## src/rtl/vec_mul_sched.sv

```systemverilog
// Shares one vector-by-scalar float multiplier among NREQ requesters: round-robin issue,
// credit-limited outstanding operations, and in-order routing of results back to their owners.
module vec_mul_sched #(
    parameter int SIZE    = 32,
    parameter int NREQ    = 2,
    parameter int MAX_OUT = 16
) (
    input  logic                                 aclk,
    input  logic                                 aresetn,
    // requester side
    input  logic [NREQ-1:0][2:0][SIZE-1:0]       s_req_a_tdata,
    input  logic [NREQ-1:0][SIZE-1:0]            s_req_b_tdata,
    input  logic [NREQ-1:0]                      s_req_tvalid,
    output logic [NREQ-1:0]                      s_req_tready,
    output logic [2:0][SIZE-1:0]                 m_rsp_tdata,
    output logic [NREQ-1:0]                      m_rsp_tvalid,
    input  logic [NREQ-1:0]                      m_rsp_tready,
    // shared multiplier side
    output logic [2:0][SIZE-1:0]                 m_mul_a_tdata,
    output logic [SIZE-1:0]                      m_mul_b_tdata,
    output logic                                 m_mul_tvalid,
    input  logic                                 m_mul_tready,
    input  logic [2:0][SIZE-1:0]                 s_mul_result_tdata,
    input  logic                                 s_mul_result_tvalid,
    output logic                                 s_mul_result_tready,
    // status
    output logic [$clog2(MAX_OUT):0]             outstanding,
    output logic                                 order_err
);

    localparam int IDX_W = $clog2(NREQ);
    localparam int PTR_W = $clog2(MAX_OUT);
    localparam int CNT_W = PTR_W + 1;

    typedef logic [IDX_W-1:0] idx_t;
    typedef logic [PTR_W-1:0] ptr_t;
    typedef logic [CNT_W-1:0] cnt_t;

    idx_t       last_q;
    idx_t       grant_idx;
    logic [NREQ-1:0] grant;
    logic       grant_found;
    int         cand;
    logic       can_issue;
    logic       req_fire;

    idx_t       id_mem [MAX_OUT];
    ptr_t       wr_ptr_q;
    ptr_t       rd_ptr_q;
    cnt_t       cnt_q;
    logic       fifo_empty;
    idx_t       head;
    logic       rsp_valid;
    logic       rsp_fire;
    logic       orphan;

    // Round-robin search starting just past the last granted requester.
    // NOTE: every always_comb output gets a default first so no path leaves it unassigned (no latch).
    always_comb begin
        grant       = '0;
        grant_idx   = '0;
        grant_found = 1'b0;
        cand        = 0;
        for (int k = 1; k <= NREQ; k++) begin
            cand = (int'(last_q) + k) % NREQ;
            if (!grant_found && s_req_tvalid[idx_t'(cand)]) begin
                grant_found            = 1'b1;
                grant[idx_t'(cand)]    = 1'b1;
                grant_idx              = idx_t'(cand);
            end
        end
    end

    // aresetn gates the combinational readies so they are low for the whole reset, not just after an edge.
    assign can_issue    = aresetn && (cnt_q < cnt_t'(MAX_OUT)) && (!m_mul_tvalid || m_mul_tready);
    assign s_req_tready = can_issue ? grant : '0;
    assign req_fire     = |s_req_tready;

    // NOTE: sequential state is written with non-blocking assignments only.
    always_ff @(posedge aclk or negedge aresetn) begin
        if (!aresetn) begin
            m_mul_tvalid  <= 1'b0;
            m_mul_a_tdata <= '0;
            m_mul_b_tdata <= '0;
            last_q        <= idx_t'(NREQ - 1);
        end else begin
            if (req_fire) begin
                m_mul_tvalid  <= 1'b1;
                m_mul_a_tdata <= s_req_a_tdata[grant_idx];
                m_mul_b_tdata <= s_req_b_tdata[grant_idx];
                last_q        <= grant_idx;
            end else if (m_mul_tready) begin
                m_mul_tvalid  <= 1'b0;
            end
        end
    end

    // NOTE: the ID storage has no reset; occupancy is tracked by cnt_q, so stale entries are never read.
    always_ff @(posedge aclk) begin
        if (req_fire) begin
            id_mem[wr_ptr_q] <= grant_idx;
        end
    end

    assign fifo_empty = (cnt_q == '0);
    assign head       = id_mem[rd_ptr_q];
    assign rsp_valid  = s_mul_result_tvalid && !fifo_empty;
    assign m_rsp_tdata = s_mul_result_tdata;

    // Results with no owner are swallowed so the multiplier never wedges.
    always_comb begin
        m_rsp_tvalid        = '0;
        s_mul_result_tready = 1'b0;
        if (aresetn) begin
            if (fifo_empty) begin
                s_mul_result_tready = 1'b1;
            end else begin
                s_mul_result_tready = m_rsp_tready[head];
                m_rsp_tvalid[head]  = s_mul_result_tvalid;
            end
        end
    end

    assign rsp_fire = rsp_valid && s_mul_result_tready;
    assign orphan   = s_mul_result_tvalid && fifo_empty;

    always_ff @(posedge aclk or negedge aresetn) begin
        if (!aresetn) begin
            wr_ptr_q  <= '0;
            rd_ptr_q  <= '0;
            cnt_q     <= '0;
            order_err <= 1'b0;
        end else begin
            if (req_fire) begin
                wr_ptr_q <= wr_ptr_q + ptr_t'(1);
            end
            if (rsp_fire) begin
                rd_ptr_q <= rd_ptr_q + ptr_t'(1);
            end
            case ({req_fire, rsp_fire})
                2'b10:   cnt_q <= cnt_q + cnt_t'(1);
                2'b01:   cnt_q <= cnt_q - cnt_t'(1);
                default: cnt_q <= cnt_q;
            endcase
            if (orphan) begin
                order_err <= 1'b1;
            end
        end
    end

    assign outstanding = cnt_q;

endmodule

```

## config.mk

```make
export PLATFORM = sky130hd
export DESIGN_NAME = vec_mul_sched
export DESIGN_NICKNAME = d
export VERILOG_FILES = /design/src/rtl/vec_mul_sched.sv
export SDC_FILE = /design/constraint.sdc
export NUM_CORES = 1
export LEC_CHECK = 0
export CAP_MARGIN = 5
export CORE_AREA = 3 3 232 234
export DETAILED_ROUTE_END_ITERATION = 12
export DIE_AREA = 0 0 235 237
export GPL_TIMING_DRIVEN = 0
export SLEW_MARGIN = 5
export SYNTH_ARGS = -nofsm -noshare
export SYNTH_HDL_FRONTEND = slang
export SYNTH_SLANG_ARGS = --single-unit
```

## constraint.sdc

```tcl
create_clock -name aclk -period 5.2 [get_ports aclk]
set_clock_uncertainty 0.2 [all_clocks]
set_input_delay 1.3 -clock aclk [delete_from_list [all_inputs] [get_ports aclk]]
set_output_delay 1.3 -clock aclk [all_outputs]
set_load 0.02 [all_outputs]
```

==> impl_results.md <==
* Outcome: completed
* Diodes inserted at 0
* Netlist cell types at 38
* Final WS setup at 0.1670 ns
* H-Tree Depth at 4
* Area share of xor/xnor cells in the synthesized design at between 1 and 1.5%
* Post-CTS setup buffers at 0
* Final nets at 1,666
* Syn Inst Count at between 700 and 800
* Synthesized cell area at a little over 0.008 sq mm
* Critical path arrival at 3.53 ns
* Adder-Cell Fraction of Synth Area at 1.638%
* Pre-CTS WS at -0.8674 ns
* Vias in the first global route at about 8,000
* Placer Congestion at just under 0.8
* Die width at 235 um
* VDD IR max at 0.0002344 V
* Synth Area in Simple Gates at 8.373%
* Largest family of logic cells by synthesized area: multiplexers
* CP Data Required Time at 3.70 ns
* Sequential area share after synthesis at approximately 50%
* 1st-iter DRT viols at 193
* CP max FO at 20
* Area Growth Syn to Fin at 80.89%
* Clock Tree Buf Depth at 2
* Syn_nets at 1,147
* Final WL at 32,400 um
* Final hold slack at 0.2800 ns
* Drt pass-1 iters at 4
* Synth warn at 0
* Die Y at between 200 and 250 um
* First-pass GRT wire length at 47,550 um
* Final Max Tran Viols at 0
* Final Critical Period at roughly 5 ns
* Hold WC Path Type: reg2reg
* Leak at 6.116 nW
* RSZ-0062 raised after global routing: false
* Gr usage total at 11.35%
* CTS tree: yes
* Max Freq at 0.1987 GHz
* Antenna viol nets, final at 0
* Layout cells sized above 1 at 11.08%
* I/O pin count at 596
* CTS Buf Count at 17
* Top FF cell, synth: dfrtp_1
* Clock slew at reported path FFs at 0.07 ns
* Worst-margin pin slew at 1.224 ns
* Post-synthesis mux area share at around 18%
* MaxCap Viol Count at 0
* # DRC at 0
* Compound-Gate Fraction of Synth Area at 8.991%
* DR WL/cell at 16.23 um
* Die area at about 0.056 sq mm
* Total Power at 6.937 mW
* Vias per cell at about 3.7
* Placed wire-length estimate at 26,170 um
* Root buffer cell: clkbuf_16
* Worst Path Class, Setup: in2out
* Port bufs at about 500
* Slew margin rel. at 18.40%
* Clock Sinks at 160
* CP Capture Type: output pin
* Cts-stage hold buffer count at 0
* Initial antenna violation count at 0
* Fin crit share at 96.79%
* Via count at between 7,000 and 8,000
* Async SR Flop Fraction at around nine tenths
* Final hold violations at 0
* Setup violators final at 0
* Core area at 0.05224 sq mm
* Initial cell density of the core at 15.50%
* CP Launch Type: input pin
* Mean Syn Cell Area at 10.42 sq um
* Clk Latency, worst-skew pair at between 0.4 and 0.5 ns
* Power per Cell Area at 473.5 mW/mm^2
* Residual overflow from global routing at 0
* Number of synthesized flops with an enable pin at 16
* Flops & latches, synth at 160
* Total negative slack at 0 ns
* Pin count of the biggest net entering global routing at 76
* Rows at between 80 and 90
final cells by class:
type,instances,area (sq um)
Inverter,4,15.01
Clock buffer,19,452.9
Timing Repair Buffer,502,5080
Tap cell,688,860.8
Multi-Input combinational cell,470,3098
Buffer,141,908.4
Clock inverter,13,150.1
Fill cell,5512,37580
Sequential cell,160,4085
power breakdown:
group | switching, mW | internal, mW | total [mW]
Sequential | 0.350 | 1.83 | 2.18
Combinational | 1.80 | 1.64 | 3.44
Clock | 0.569 | 0.740 | 1.31
Total | 2.72 | 4.22 | 6.94
repair_timing:
action,in CTS,in global routing
hold endpoints to repair,0,0
pin swaps,0,0
gates resized for setup,4,1
gates cloned,1,0
setup endpoints to repair,2,1
worst paths after layout:
check / from / to / slack (ns) / cells past startpoint
hold reg to reg: m_mul_a_tdata[95] / m_mul_a_tdata[95] / 0.28 / 2
min in group asynchronous: aresetn / m_mul_a_tdata[10] / 0.52 / 1
setup / recovery: s_req_tvalid[1] / s_req_tready[1] / 0.17 / 6
hold / removal: m_mul_a_tdata[95] / m_mul_a_tdata[95] / 0.28 / 2
setup reg to reg: rd_ptr_q[0] / outstanding[4] / 1.46 / 12
max in group asynchronous: aresetn / wr_ptr_q[0] / 3.57 / 2
cell usage after synthesis (3+ instances only):
master    count  area share [%]
xor2_1        6            0.65
a21oi_1       4            0.25
ha_1          9             1.4
nand2b_1      3            0.23
inv_1         3            0.14
nand2_1     139             6.4
nor3_1        6            0.37
clkbuf_1     40             1.9
mux2i_1     128              16
xnor2_1       5            0.54
edfxtp_1     16             5.9
buf_4        96             8.9
nor2_1       15            0.70
o21ai_0     131             8.1
dfrtp_1     143              44
buf_1         5            0.23
mux4_1        4             1.3
layout by cell type, fill, tap and decap left out, drive strengths merged:
| cell | n |
|---|---|
| buf | 105 |
| nand2 | 139 |
| inv | 9 |
| and2 | 1 |
| xnor2 | 5 |
| mux2i | 129 |
| a21boi | 2 |
| bufinv | 2 |
| a31o | 1 |
| o21a | 1 |
| o21ai | 131 |
| and3b | 1 |
| nand3 | 2 |
| nand4 | 1 |
| ha | 9 |
| mux4 | 5 |
| xor2 | 6 |
| nor3 | 6 |
| fa | 1 |
| dfrtp | 143 |
| clkinvlp | 2 |
| nor2 | 16 |
| edfxtp | 16 |
| a21oi | 4 |
| a21o | 2 |
| clkinv | 4 |
| clkdlybuf4s50 | 498 |
| bufbuf | 1 |
| nor2b | 1 |
| clkbuf | 58 |
| mux2 | 2 |
| nor3b | 1 |
| nand2b | 3 |
| a31oi | 1 |
| dfstp | 1 |
kinds of logic after synthesis:
logic type / after synthesis
XOR/XNOR: 11
flip-flops: 160
buffers and inverters: 147
multiplexers: 136
AND/OR/NAND/NOR: 171
AO/OA/AOI/OAI: 142
adder cells (fa/ha/maj): 10
critical path: stages:
cell and delay, ns:
clkdlybuf4s50_1 0.52, a21boi_2 0.32, clkbuf_8 0.37, buf_8 0.22, and2_1 0.14, clkdlybuf4s50_1 0.61
registers in the layout, summed over array words and instances (netlist names):
register,cells
m_mul_tvalid,1
m_mul_b_tdata,32
rd_ptr_q,4
last_q,1
order_err,1
outstanding,5
m_mul_a_tdata,96
id_mem,16
wr_ptr_q,4
layer usage:
metal | vias up | routed length (um) | global-route usage [%]
met1 | 3483 | 12610 | 12.79
met2 | 327 | 16470 | 19.61
met3 | 36 | 2359 | 3.750
met4 | 0 | 967 | 4.934
li1 | 3600 | - | -
met5 | - | 0 | 0
through the flow:
stage / instance area [sq um] / utilization [%] / instances
5_1_grt: 14650 / 28.05 / 1997
3_5_place_dp: 14000 / 26.81 / 1966
2_1_floorplan: 8099 / - / 777
3_3_place_gp: 13950 / 26.72 / 1964
4_1_cts: 14650 / 28.05 / 1998
6_report: 14650 / 28.05 / 1997
Power figures use the tool's default switching activity.
